### config.mk
export PLATFORM = sky130hd
export DESIGN_NAME = temp_speed_ctrl
export DESIGN_NICKNAME = d
export VERILOG_FILES = /design/src/rtl/chs_pkg.sv /design/src/rtl/speed_ramp.sv /design/src/rtl/temp_speed_ctrl.sv
export SDC_FILE = /design/constraint.sdc
export NUM_CORES = 1
export LEC_CHECK = 0
export BUFFER_PORTS_ARGS = -buffer_cell sky130_fd_sc_hd__buf_2
export CAP_MARGIN = 20
export CORE_ASPECT_RATIO = 0.8
export CORE_MARGIN = 3
export CORE_UTILIZATION = 63
export CTS_CLUSTER_SIZE = 8
export DETAILED_ROUTE_END_ITERATION = 16
export HOLD_SLACK_MARGIN = 0.12
export PLACE_DENSITY = 0.84
export SLEW_MARGIN = 20
export SYNTH_ARGS = -nofsm -noshare
export SYNTH_HDL_FRONTEND = slang
export SYNTH_SLANG_ARGS = --single-unit
### constraint.sdc
create_clock -name clk -period 18.68 [get_ports clk]
set_input_delay 0 -clock clk [delete_from_list [all_inputs] [get_ports clk]]
set_output_delay 0 -clock clk [all_outputs]
set_load 0.05 [all_outputs]
### src/rtl/chs_pkg.sv
// chs_pkg: shared state/mode encodings, default thresholds and helpers for the temperature speed controller
package chs_pkg;
   typedef enum logic [1:0] {IDLE = 2'd0, COOL = 2'd1, HEAT = 2'd2, DRAIN = 2'd3} state_t;
   typedef enum logic [1:0] {MODE_OFF = 2'b00, MODE_COOL = 2'b01, MODE_HEAT = 2'b10} mode_t;
   localparam logic [7:0] T_COOL_ON_DEF  = 8'd30;
   localparam logic [7:0] T_COOL_OFF_DEF = 8'd27;
   localparam logic [7:0] T_HEAT_ON_DEF  = 8'd15;
   localparam logic [7:0] T_HEAT_OFF_DEF = 8'd18;
   localparam int         GAIN_SH_DEF    = 4;
   localparam int         RAMP_DIV_DEF   = 16;
   localparam logic [7:0] RAMP_STEP_DEF  = 8'd8;
   function automatic logic [7:0] sat8(input logic [31:0] v);
      return (v > 32'd255) ? 8'hff : v[7:0];
   endfunction
endpackage

### src/rtl/speed_ramp.sv
// speed_ramp: moves the fan speed toward a target by a bounded step once every RAMP_DIV cycles
module speed_ramp import chs_pkg::*; #(
   parameter int         RAMP_DIV  = RAMP_DIV_DEF,
   parameter logic [7:0] RAMP_STEP = RAMP_STEP_DEF
) (
   input  logic       clk,
   input  logic       arst,
   input  logic [7:0] target,
   output logic [7:0] speed
);
   localparam int CW = RAMP_DIV > 1 ? $clog2(RAMP_DIV) : 1;
   localparam logic [CW-1:0] LAST = CW'(RAMP_DIV - 1);
   if (RAMP_DIV < 1) begin : g_bad_div
      $error("speed_ramp: RAMP_DIV must be at least 1");
   end
   logic [CW-1:0] cnt;
   logic          tick;
   logic          up;
   logic [7:0]    diff;
   logic [7:0]    step;
   // Tick detection and the clamped step, so speed lands exactly on the target
   always_comb begin
      tick = cnt == LAST;
      up = target > speed;
      diff = up ? target - speed : speed - target;
      step = diff < RAMP_STEP ? diff : RAMP_STEP;
   end
   // Free-running tick counter; speed only moves on a tick
   always_ff @(posedge clk)
      if (arst) begin
         cnt <= '0;
         speed <= '0;
      end else begin
         cnt <= tick ? '0 : cnt + CW'(1);
         if (tick) speed <= up ? speed + step : speed - step;
      end
endmodule

### src/rtl/temp_speed_ctrl.sv
// temp_speed_ctrl: hysteresis cool/heat controller that derives a fan speed target from the temperature error
module temp_speed_ctrl import chs_pkg::*; #(
   parameter logic [7:0] T_COOL_ON  = T_COOL_ON_DEF,
   parameter logic [7:0] T_COOL_OFF = T_COOL_OFF_DEF,
   parameter logic [7:0] T_HEAT_ON  = T_HEAT_ON_DEF,
   parameter logic [7:0] T_HEAT_OFF = T_HEAT_OFF_DEF,
   parameter int         GAIN_SH    = GAIN_SH_DEF,
   parameter int         RAMP_DIV   = RAMP_DIV_DEF,
   parameter logic [7:0] RAMP_STEP  = RAMP_STEP_DEF
) (
   input  logic       clk,
   input  logic       arst,
   input  logic [7:0] temp_data,
   input  logic       temp_valid,
   output logic [7:0] speed,
   output logic [1:0] chs_mode,
   output logic       chs_power
);
   if (!(T_HEAT_ON < T_HEAT_OFF && T_HEAT_OFF < T_COOL_OFF && T_COOL_OFF < T_COOL_ON)) begin : g_bad_thresholds
      $error("temp_speed_ctrl: thresholds must satisfy T_HEAT_ON < T_HEAT_OFF < T_COOL_OFF < T_COOL_ON");
   end
   if (GAIN_SH < 0 || GAIN_SH > 24) begin : g_bad_gain
      $error("temp_speed_ctrl: GAIN_SH must be within 0..24 so the shifted error fits 32 bits");
   end
   state_t      state;
   state_t      next_state;
   mode_t       mode;
   mode_t       next_mode;
   logic [7:0]  temp_reg;
   logic [7:0]  target;
   logic [31:0] err;
   assign chs_mode = mode;
   // Capture the temperature whenever the sensor qualifies it
   always_ff @(posedge clk)
      if (arst) temp_reg <= '0;
      else if (temp_valid) temp_reg <= temp_data;
   // State register; mode and power are registered with it so all three change on the same edge
   always_ff @(posedge clk)
      if (arst) begin
         state <= IDLE;
         mode <= MODE_OFF;
         chs_power <= 1'b0;
      end else begin
         state <= next_state;
         mode <= next_mode;
         chs_power <= next_state != IDLE;
      end
   // Next state: COOL and HEAT only leave through DRAIN, which waits for the fan to stop
   always_comb
      case (state)
         IDLE:    next_state = temp_reg >= T_COOL_ON ? COOL : temp_reg <= T_HEAT_ON ? HEAT : IDLE;
         COOL:    next_state = temp_reg < T_COOL_OFF ? DRAIN : COOL;
         HEAT:    next_state = temp_reg > T_HEAT_OFF ? DRAIN : HEAT;
         default: next_state = speed == 8'd0 ? IDLE : DRAIN;
      endcase
   // Outputs: DRAIN keeps the last mode; target is the wide error, clipped at zero and 255
   always_comb begin
      next_mode = next_state == COOL ? MODE_COOL : next_state == HEAT ? MODE_HEAT : next_state == DRAIN ? mode : MODE_OFF;
      err = state == COOL && temp_reg >= T_COOL_OFF ? 32'(temp_reg - T_COOL_OFF)
          : state == HEAT && temp_reg <= T_HEAT_OFF ? 32'(T_HEAT_OFF - temp_reg) : 32'd0;
      target = sat8(err << GAIN_SH);
   end
   speed_ramp #(.RAMP_DIV(RAMP_DIV), .RAMP_STEP(RAMP_STEP)) u_ramp (
      .clk   (clk),
      .arst  (arst),
      .target(target),
      .speed (speed)
   );
endmodule

# Word-level counts from Yosys, hierarchy flattened
# Cells that the tools add are included.
word_totals:
  ff_bits: 25
  in_bits: 11
  output_inout_bits: 11
  elab_cells: 53
classes:
  addsub: 7
  magnitude_cmp: 9
  eq_ne: 8
  muxes: 15
  reduce_logical: 7
op_table:
  columns: ["cell", "n"]
  rows:
  - ["2-to-1 mux 28 bit", 2]
  - ["> comparator 32 x 8 -> 1 bit, second input constant", 1]
  - ["2-to-1 mux 8 bit", 4]
  - ["subtractor 8 bit", 3]
  - ["greater-or-equal comparator 8 x 5 -> 1 bit, second input constant", 2]
  - ["2-to-1 mux 2 bit", 6]
  - ["subtractor 5 x 8 -> 9 bit, first input constant", 1]
  - ["subtractor 8 x 5 -> 9 bit, second input constant", 1]
  - ["adder 8 bit", 1]
  - ["> comparator 8 x 5 -> 1 bit, second input constant", 1]
  - ["> comparator 8 bit", 1]
  - ["<= comparator 8 x 4 -> 1 bit, second input constant", 1]
  - ["<= comparator 8 x 5 -> 1 bit, second input constant", 1]
  - ["logical NOT 8 bit", 1]
  - ["less-than comparator 8 x 4 -> 1 bit, second input constant", 1]
  - ["less-than comparator 8 x 5 -> 1 bit, second input constant", 1]
  - ["== test 2 bit, second input constant", 3]
  - ["case mux 2 bit (3 select lines)", 1]
  - ["adder 4 x 1 -> 4 bit, second input constant", 1]
  - ["== test 2 x 1 -> 1 bit, second input constant", 2]
  - ["== test 4 bit, second input constant", 1]
  - ["OR reduction 2 bit", 2]
  - ["!= test 3 bit, second input constant", 1]
  - ["logical AND 1 bit", 2]
  - ["4 further kinds", 5]

# Logic depth before layout (Yosys ltp)
# Gate-level depths: netlist of run 1.
depth:
  ltp_word: 12
  ltp_mapped: 34
  ltp_nobuf: 32

# Modules after synthesis
# A second synthesis of run 1 with hierarchy kept.
hier_totals:
  hier_cells: 327
  area_unflattened_um2: 2682.6
by_module_without_submodules:
  columns: ["module", "instances", "cells_each", "area_per_inst_um2", "seq_area_each_um2"]
  rows:
  - ["speed_ramp", 1, 227, 1775.5, 240.2]
  - ["temp_speed_ctrl", 1, 100, 907.1, 260.2]

# Worst setup path before layout of run 1
# Ideal clock, no wire load.
synth_path:
  path_type: "reg-to-reg"
  startpoint: "reg temp_reg[0]"
  endpoint: "reg u_ramp.speed[7]"
  setup_ps: 87
  t_arrival_ps: 6203
  required_time_ps: 18593
  slack_ps: 12390
  stages_incl_launch_ff: 31
  n_path_buf: 1
  period_less_slack_ps: 6290
  cell_sequence: "dfxtp_1 a21oi_1 xnor2_1 a31oi_1 nor4_1 nor2_1 o21ai_1 inv_1 ha_1 fa_1 nand2b_1 a211oi_1 o221ai_1 nor4_2 a221oi_1 or4_1 buf_2 or2_1 ha_1 nand2_1 o31a_1 ha_1 nor2b_1 o21ai_0 a21oi_1 o21ai_0 a21oi_1 xnor2_1 a311oi_1 o21ai_1 o31ai_1"
synth_via:
  elab_chain_cells: 12
  elab_cells_between_ends: 19
  cone_classes: "6 x add/sub; 5 x order compare; 6 x mux; 2 x reduce/logical"
synth_lines:
  columns: ["item", "line_no", "source"]
  rows:
  - ["start: declaration", "temp_speed_ctrl.sv:29", "logic [7:0] temp_reg;"]
  - ["start signal: assignment", "temp_speed_ctrl.sv:36", "else if (temp_valid) temp_reg <= temp_data;"]
  - ["<= comparator 8 x 5 -> 1 bit", "temp_speed_ctrl.sv:60", ": state == HEAT && temp_reg <= T_HEAT_OFF ? 32'(T_HEAT_OFF - temp_reg) : 32'd0;"]
  - ["logical AND 1 bit", "temp_speed_ctrl.sv:60", null]
  - ["2-to-1 mux 28 bit", "temp_speed_ctrl.sv:60", null]
  - ["2-to-1 mux 28 bit *", "temp_speed_ctrl.sv:59", "err = state == COOL && temp_reg >= T_COOL_OFF ? 32'(temp_reg - T_COOL_OFF)"]
  - ["> comparator 32 x 8 -> 1 bit", "chs_pkg.sv:13", "return (v > 32'd255) ? 8'hff : v[7:0];"]
  - ["2-to-1 mux 8 bit *", "chs_pkg.sv:13", null]
  - ["subtractor 8 bit / > comparator 8 bit (equally long branches)", "speed_ramp.sv:25, speed_ramp.sv:24", null]
  - ["2-to-1 mux 8 bit", "speed_ramp.sv:25", "diff = up ? target - speed : speed - target;"]
  - ["less-than comparator 8 x 4 -> 1 bit", "speed_ramp.sv:26", "step = diff < RAMP_STEP ? diff : RAMP_STEP;"]
  - ["2-to-1 mux 8 bit", "speed_ramp.sv:26", null]
  - ["subtractor 8 bit / adder 8 bit (equally long branches)", "speed_ramp.sv:35", "if (tick) speed <= up ? speed + step : speed - step;"]
  - ["2-to-1 mux 8 bit *", "speed_ramp.sv:35", null]
  - ["end signal: assignment", "speed_ramp.sv:35", null]
  - ["end: declaration", "speed_ramp.sv:9", "output logic [7:0] speed"]
# Mark *: on every way between the ends. The rest lies on a longest branch, timed or not.
# A chain may end at the register's enable or synchronous reset.

# Worst setup path in the final report of run 1
# Ends and elaborated chain as after synthesis.

==> results of run 1 <==
## cells by family (layout without fill, tap and decap cells)
kind of cell             Yosys count  in the layout
multiplexers                      11             11
XOR/XNOR                          11             11
AND/OR/NAND/NOR                  112            112
buffers and inverters             36             57
AO/OA/AOI/OAI                     86             86
flip-flops                        25             25
adder cells (fa/ha/maj)           31             31
## through the flow
stage / setup WS [ns] / cells / total power [mW] / hold WS (ns) / util [%]
finish: 11.34 / 385 / 0.237 / 0.124 / 75.0
global route: 10.74 / 385 / 0.254 / 0.153 / 75.0
detailed placement: 11.50 / 373 / 0.199 / 0.247 / 71.3
global placement: 11.76 / 373 / 0.196 / 0.231 / 71.3
floorplan: 12.39 / 312 / 0.178 / 0.0843 / -
CTS: 11.47 / 385 / 0.235 / 0.121 / 75.0
## power by group
part           internal, mW  switching [mW]  total (mW)  leakage (nW)
registers            0.0563         0.00322      0.0595         0.205
logic                0.0585          0.0842       0.143         0.914
clock network        0.0157          0.0187      0.0343        0.0261
## cells in the final DEF, fill, tap and decap left out, types with 4 or more instances in the layout
master         count
buf_2             21
and2_1             5
nand2_1           21
mux2i_1           11
nand3_1            7
inv_1             23
dlygate4sd3_1      8
nor3b_1            5
a221oi_1           4
xnor2_1           10
ha_1              28
a211oi_1          10
a21oi_1           27
o21a_1             6
dfxtp_1           25
o21ai_1            4
nor3_1             5
o21ai_0           15
nand2b_1           8
nor2_1            35
## critical path: cells and delay by family, from the launching register on
family          cells  cell delay, ns
compound gates     14            2.95
simple gates        6            1.84
fa+ha+maj           4            1.23
buf+inv             2            0.43
xor+xnor            3            0.41
flops               1            0.40
## final cells by class
type	instances	area, um^2	area share, %
Multi-Input combinational cell	251	1800	66.9
Clock inverter	1	8.76	0.325
Timing Repair Buffer	29	185	6.88
Tap cell	52	65.1	2.42
Clock buffer	3	41.3	1.53
Sequential cell	25	500	18.6
Inverter	24	90.1	3.35
## how the worst max path moves through the flow
stage / end / slack [ns]
after global placement: u_ramp.speed[7] / 11.76
after detailed placement: u_ramp.speed[7] / 11.50
after global routing: u_ramp.speed[7] / 10.74
final: u_ramp.speed[7] / 11.34
after floorplan: u_ramp.speed[7] / 12.39
after CTS: u_ramp.speed[7] / 11.47
## routing by layer
| layer | vias up | global-route usage (%) | wire length [um] |
|---|---|---|---|
| li1 | 1165 | - | - |
| met1 | 1076 | 34.2 | 2700 |
| met2 | 78 | 43.8 | 2650 |
| met3 | 8 | 5.19 | 356 |
| met4 | 0 | 4.65 | 43 |
| met5 | - | 0 | 0 |
==> results.yml, run 1 <==
status:
  outcome: "finished, final reports clean"
synthesis:
  synth_mux_area_share_pct: 4.47
  avgSynthCellArea_um2: 7.90
  synth_seq_cells: 25
  yosys.area_share.simple_pct: 24.7
  synth_top_family_by_area: "simple AND/OR/NAND/NOR gates"
  synth_flop_cell: "dfxtp_1"
  synth_xor_area_share_pct: 3.91
  synthCells: 312
  synth_common_cells: "nor2_1, ha_1, a21oi_1"
  synth_top_area_cell: "dfxtp_1"
  synth_compound_area_share_pct: 23.3
  yosysSeqAreaShare_pct: 20.3
  ys_warn_count: 0
  syn_area_um2: 2460
  syn_nets: 354
  synth.top_cells.by_area: "dfxtp_1, ha_1, a21oi_1"
  synthAdderAreaFrac_pct: 16.7
  yosysUniqueCellTypes: 55
  synth_top_area_share_pct: 20.3
  async_flop_share_pct: 0
  synth_most_common_cell: "nor2_1"
  synth_edf_count: 0
critical_path:
  reg2reg_from: "temp_reg[0]"
  arrival_ns: 7.53
  r2r_cells: 29
  r2r_end: "u_ramp.speed[7]"
  cp_max_fo: 13
  cp-end-kind: "flip-flop"
  max_stage_delay_ns: 0.73
  critPathKind: "flip-flop to flip-flop"
  cpMostUsedCell: "a21oi_1"
  worst_path_max_delay_cell: "or4_1"
  worstPathRequired_ns: 18.87
  worst_setup_path_start_kind: "flip-flop"
  crit_start: "temp_reg[0]"
  rrSetupSlack_ns: 11.34
sta:
  fin_skew_ns: 0.00163
  min_period_ns: 7.34
  period_share_pct: 39.3
  fmax_ghz: 0.136
  finalHoldViolations: 0
  relSlewSlack_pct: 42.9
  slew_viol_final: 0
  rsz0062_at_grt: "no"
  tightestPinTransition_ns: 0.851
  setup_viol: 0
  fin_setup_tns_ns: 0
finish:
  syn_to_final_growth_pct: 9.24
  nets: 376
  design_area_um2: 2690
  final_layout_size_suffix_gt1_share_pct: 10.5
  n_antenna_cell: 0
  fillers: 290
route:
  avgViaCountPerCell: 6.04
  wirelength_um: 5750
  first_iter_violations: 204
  post_drt_wl_per_cell_um: 14.9
  final_antenna_net_count: 0
  vias: 2327
  drt_first_pass_iters: 6
  drc_errors: 0
job:
  max-cap-violations: 0
pwr:
  p_per_area_nw_per_um2: 87.9
  leakagePower_nw: 1.15
  vdd_drop_max_mv: 0.0584
floorplan:
  core.rowCount: 19
  initial_core_util_pct: 68.6
  die-width_um: 75.9
  die-area_um2: 4700
  num_io_pins: 22
  core_area_um2: 3590
  die_y_um: 61.9
placed_design:
  placed_area_um2: 2560
  port_buffers: 21
  gp_congestion: 0.907
  hpwl_um: 4390
cts:
  insertion_delay_ns: 0.28
  cts_tree: "built"
  cts-root-buf: "clkbuf_8"
  cts-hold-fix-buffers: 8
  cts.reportedPaths.clkPinSlew_ns: 0.09
  cts_buffers: 3
  cts_buffer_depth: 2
  postCtsSetupBuffers: 0
  cts_resized: 0
  cts_max_level: 1
  cts.sinks: 25
global_routing:
  antenna_found_initial: 0
  grt_usage_pct: 25.4
  grt_max_degree: 25
  grt_overflow_total: 0
  grt_pass1_wl_um: 9590
  first_global_vias: 2030
hold_path:
  min_to: "temp_reg[6]"
  hold_class: "input pin to flip-flop"
  hp-start: "arst"
  hold_depth: 2
No activity file was read; power rests on OpenSTA's default activity.
==> inputs of run 2 (changes only) <==
CORE_UTILIZATION = 55   (was 63)
PLACE_DENSITY = 0.78   (was 0.84)
clock period = 6.6 ns   (was 18.68 ns; I/O delays follow)
==> run 2 against run 1 <==
Compared with the run above: register-to-register slack lost 11 ns; maximum frequency rose by 15%; clock power rose to 2.8 times the previous value; core utilization decreased by 7.6 points; cell area increased by 6.5%; wire length rose by 7.3%; combinational power increased to 3.2 times the previous value; non-clock buffer count up 14; sequential cell count unchanged; sequential share of layout area shrank 0.92 points; via count grew 3.8%; largest power group unchanged; highest routed layer unchanged.
==> results.yml, run 2 (same netlist as run 1, synthesis figures left out) <==
critical_path:
  crit_start: "temp_reg[1]"
  worstPathRequired_ns: 6.80
  cp_max_fo: 7
  critPathKind: "flip-flop to flip-flop"
  max_stage_delay_ns: 0.59
  worst_path_max_delay_cell: "or4_1"
  worst_setup_path_start_kind: "flip-flop"
  cp-end-kind: "flip-flop"
  rrSetupSlack_ns: 0.24
  reg2reg_from: "temp_reg[1]"
  arrival_ns: 6.56
floorplan:
  die_y_um: 65.9
  die-width_um: 80.8
  num_io_pins: 22
  die-area_um2: 5320
  core_area_um2: 4260
  core.rowCount: 21
  initial_core_util_pct: 57.9
sta:
  hold-worst-slack_ns: 0.123
  setup_viol: 0
  min_period_ns: 6.36
  fin_skew_ns: 0.00197
  tightestPinTransition_ns: 0.493
  finalHoldViolations: 0
  period_share_pct: 96.4
  slew_viol_final: 0
  fin_setup_tns_ns: 0
  setup_ws_ns: 0.239
  fmax_ghz: 0.157
  relSlewSlack_pct: 66.8
route:
  drc_errors: 0
  drt_first_pass_iters: 5
  final_antenna_net_count: 0
  vias: 2416
  avgViaCountPerCell: 5.98
  first_iter_violations: 264
  post_drt_wl_per_cell_um: 15.3
  met2WireLength_um: 2860
  wl_met3_um: 405
  wirelength_um: 6170
  wl_met1_um: 2790
  maxUsedRoutingLayer: "met4"
finish:
  final_cell_mix: "nor2_1, ha_1, a21oi_1"
  fin_util_pct: 67.3
  final_layout_size_suffix_gt1_share_pct: 19.3
  nets: 390
  syn_to_final_growth_pct: 16.4
  n_antenna_cell: 0
  design_area_um2: 2870
  layout_commonest_cell: "nor2_1"
placed_design:
  gp_congestion: 0.980
  place_ws_ns: 0.118
  port_buffers: 21
  hpwl_um: 4410
  placed_area_um2: 2610
global_routing:
  grt_pass1_wl_um: 10000
  grt_max_degree: 25
  antenna_found_initial: 0
  grt_usage_pct: 23.6
  first_global_vias: 2168
  grt_overflow_total: 0
cts:
  cts.sinks: 25
  cts.reportedPaths.clkPinSlew_ns: 0.09
  cts_buffers: 3
  insertion_delay_ns: 0.28
  cts_max_level: 1
  cts_tree: "built"
  cts_buffer_depth: 2
  cts-root-buf: "clkbuf_8"
hold_path:
  hp-start: "arst"
  hold_class: "input pin to flip-flop"
pwr:
  seq_power_share_pct: 23.5
  leakagePower_nw: 1.22
  p_comb_share_pct: 63.1
  p_int_uw: 401
  switchingPower_uw: 318
  p_per_area_nw_per_um2: 251
  swShare_pct: 44.2
  vdd_drop_max_mv: 0.105
  p_clk_share_pct: 13.4
job:
  max-cap-violations: 0
status:
  outcome: "finished, final reports clean"
-- run 2: path summary, 6_finish.rpt --
| check | to | depth (start not counted) |
|---|---|---|
| setup / recovery | u_ramp.speed[7] | 30 |
| hold reg to reg | chs_mode[1] | 1 |
| setup reg to reg | u_ramp.speed[7] | 30 |
| hold / removal | temp_reg[7] | 2 |
-- run 2: final cells by class --
cell class	count	area, um^2
Inverter	24	90.1
Clock buffer	3	41.3
Tap cell	57	71.3
Multi-Input combinational cell	251	1860
Timing Repair Buffer	43	290
Clock inverter	1	8.76
Sequential cell	25	507
Fill cell	340	1390
-- run 2: metal layers --
metal,up-vias,global-route usage (%)
met3,16,5.04
li1,1186,-
met1,1106,32.3
met4,0,6.12
met5,-,0
met2,108,37.7
-- run 2: power by group through the flow --
stage / Sequential [mW] / Clock (mW) / Combinational, mW
detailed placement: 0.171 / 0 / 0.400
global route: 0.170 / 0.107 / 0.495
floorplan: 0.177 / 0 / 0.327
global placement: 0.171 / 0 / 0.396
finish: 0.169 / 0.0963 / 0.453
CTS: 0.168 / 0.0984 / 0.404
-- run 2: what timing repair did --
| item | in CTS | in global routing |
|---|---|---|
| buffers inserted | 0 | 8 |
| endpoints found under the setup margin | 0 | 4 |
| gates resized for setup | 0 | 21 |
| hold buffers | 8 | 0 |
| endpoints found under the hold margin | 8 | 0 |
-- run 2: per-stage QoR --
stage	std cells	power, mW
after floorplan	312	0.504
after global placement	384	0.566
after detailed placement	384	0.571
after CTS	396	0.671
after global routing	404	0.773
final	404	0.719
-- run 2: critical path: cells and delay by family (launching register included) --
kind            cells  cell delay (ns)
flops               1             0.41
buf+inv             1             0.10
fa+ha+maj           5             1.40
simple gates       10             2.28
compound gates     13             1.94
xor+xnor            1             0.14
==> inputs of run 3 (changes only) <==
BUFFER_PORTS_ARGS = -buffer_cell sky130_fd_sc_hd__buf_4   (was -buffer_cell sky130_fd_sc_hd__buf_2)
==> run 3 against run 2 <==
Compared with the run above: die area unchanged; non-clock buffer count is 11 higher; worst hold slack better by 0.36 ns; wire length rose by 15%; cell area increased by 6.5%; sequential cell count unchanged; critical path depth grew 1; setup slack better by 0.015 ns; sequential share of layout area shrank 1.2 points; total power is 3.7% higher; largest cell class unchanged; largest power group unchanged.
==> results.yml, run 3 (same netlist as run 1, synthesis figures left out) <==
floorplan:
  initial_core_util_pct: 57.9
  die_y_um: 65.9
  core_area_um2: 4260
  die-area_um2: 5320
  num_io_pins: 22
  core.rowCount: 21
  die-width_um: 80.8
sta:
  fmax_ghz: 0.158
  fin_setup_tns_ns: 0
  relSlewSlack_pct: 65.2
  fin_skew_ns: 0.00231
  tightestPinTransition_ns: 0.516
  period_share_pct: 96.1
  finalHoldViolations: 0
  min_period_ns: 6.35
  setup_viol: 0
  slew_viol_final: 0
  setup_ws_ns: 0.254
placed_design:
  hpwl_um: 4500
  port_buffers: 21
  placed_area_um2: 2660
  place_ws_ns: 0.0834
  gp_congestion: 0.880
route:
  drt_first_pass_iters: 5
  drc_errors: 0
  post_drt_wl_per_cell_um: 17.1
  vias: 2563
  wirelength_um: 7120
  first_iter_violations: 390
  final_antenna_net_count: 0
  avgViaCountPerCell: 6.18
critical_path:
  worst_path_max_delay_cell: "or4_4"
  cp_max_fo: 8
  cpMostUsedCell: "nor2_1"
  critPathTopFamily: "simple AND/OR/NAND/NOR gates"
  worst_setup_path_start_kind: "flip-flop"
  critPathKind: "flip-flop to flip-flop"
  arrival_ns: 6.55
  worstPathRequired_ns: 6.80
  worst-path-buf-inv: 1
  cp-end-kind: "flip-flop"
  max_stage_delay_ns: 0.54
global_routing:
  grt_max_degree: 25
  antenna_found_initial: 0
  grt_overflow_total: 0
  first_global_vias: 2440
  grt_pass1_wl_um: 11400
  grt_usage_pct: 27.2
job:
  max-cap-violations: 0
cts:
  cts_tree: "built"
  insertion_delay_ns: 0.28
  cts_max_level: 1
  cts_buffers: 3
  cts_buffer_depth: 2
  cts.sinks: 25
  cts.reportedPaths.clkPinSlew_ns: 0.09
  cts-root-buf: "clkbuf_8"
finish:
  layout_commonest_cell: "nor2_1"
  n_antenna_cell: 0
  fillers: 329
  final_cell_mix: "nor2_1, buf_4, ha_1"
  final_layout_size_suffix_gt1_share_pct: 19.0
  design_area_um2: 3050
  nets: 401
  syn_to_final_growth_pct: 23.9
pwr:
  p_comb_share_pct: 64.0
  p_clk_share_pct: 13.2
  p_int_uw: 414
  vdd_drop_max_mv: 0.149
  leakagePower_nw: 1.28
  p_per_area_nw_per_um2: 244
  seq_power_share_pct: 22.8
  switchingPower_uw: 332
  swShare_pct: 44.5
status:
  outcome: "finished, final reports clean"
hold_path:
  hold_class: "flip-flop to flip-flop"
==> run 3: cell type report <==
cell class	count	area (um^2)	share of cell area [%]
Sequential cell	25	504	16.5
Multi-Input combinational cell	251	1870	61.4
Inverter	24	90.1	2.95
Tap cell	57	71.3	2.34
Clock inverter	1	8.76	0.287
Timing Repair Buffer	54	463	15.2
Clock buffer	3	41.3	1.35
==> run 3: metal layers <==
metal	track usage (%)	routed length (um)	part of all wire, %
met1	35.4	3080	43
met2	45.8	3390	48
met3	4.63	416	5.8
met4	8.44	222	3.1
met5	0	0	0
==> run 3: final timing paths <==
kind / startpoint / end / slack [ns] / depth (start not counted)
max: temp_reg[0] / u_ramp.speed[7] / 0.25 / 31
min: chs_mode[1] / chs_mode[1] / 0.48 / 1
max reg2reg: temp_reg[0] / u_ramp.speed[7] / 0.25 / 31
min reg2reg: chs_mode[1] / chs_mode[1] / 0.48 / 1
==> run 3: power groups by stage <==
stage,combinational (mW),sequential (mW),clock [mW]
2_1_floorplan,0.327,0.177,0
3_3_place_gp,0.397,0.171,0
3_5_place_dp,0.406,0.171,0
4_1_cts,0.420,0.168,0.0979
5_1_grt,0.521,0.171,0.106
6_report,0.477,0.170,0.0987
==> run 3: repair_timing <==
action,in CTS,in global routing
buffers inserted,0,5
endpoints found under the setup margin,0,5
endpoints found under the hold margin,22,0
hold buffers,23,0
resized for setup,0,26
==> run 3: per-stage QoR <==
step | util [%] | hold WS, ns | total power, mW | instances
floorplan | - | 0.0843 | 0.504 | 312
global placement | 62.4 | 0.232 | 0.568 | 383
detailed placement | 62.4 | 0.239 | 0.577 | 383
CTS | 69.0 | 0.483 | 0.686 | 410
global route | 71.7 | 0.504 | 0.797 | 415
finish | 71.7 | 0.483 | 0.746 | 415
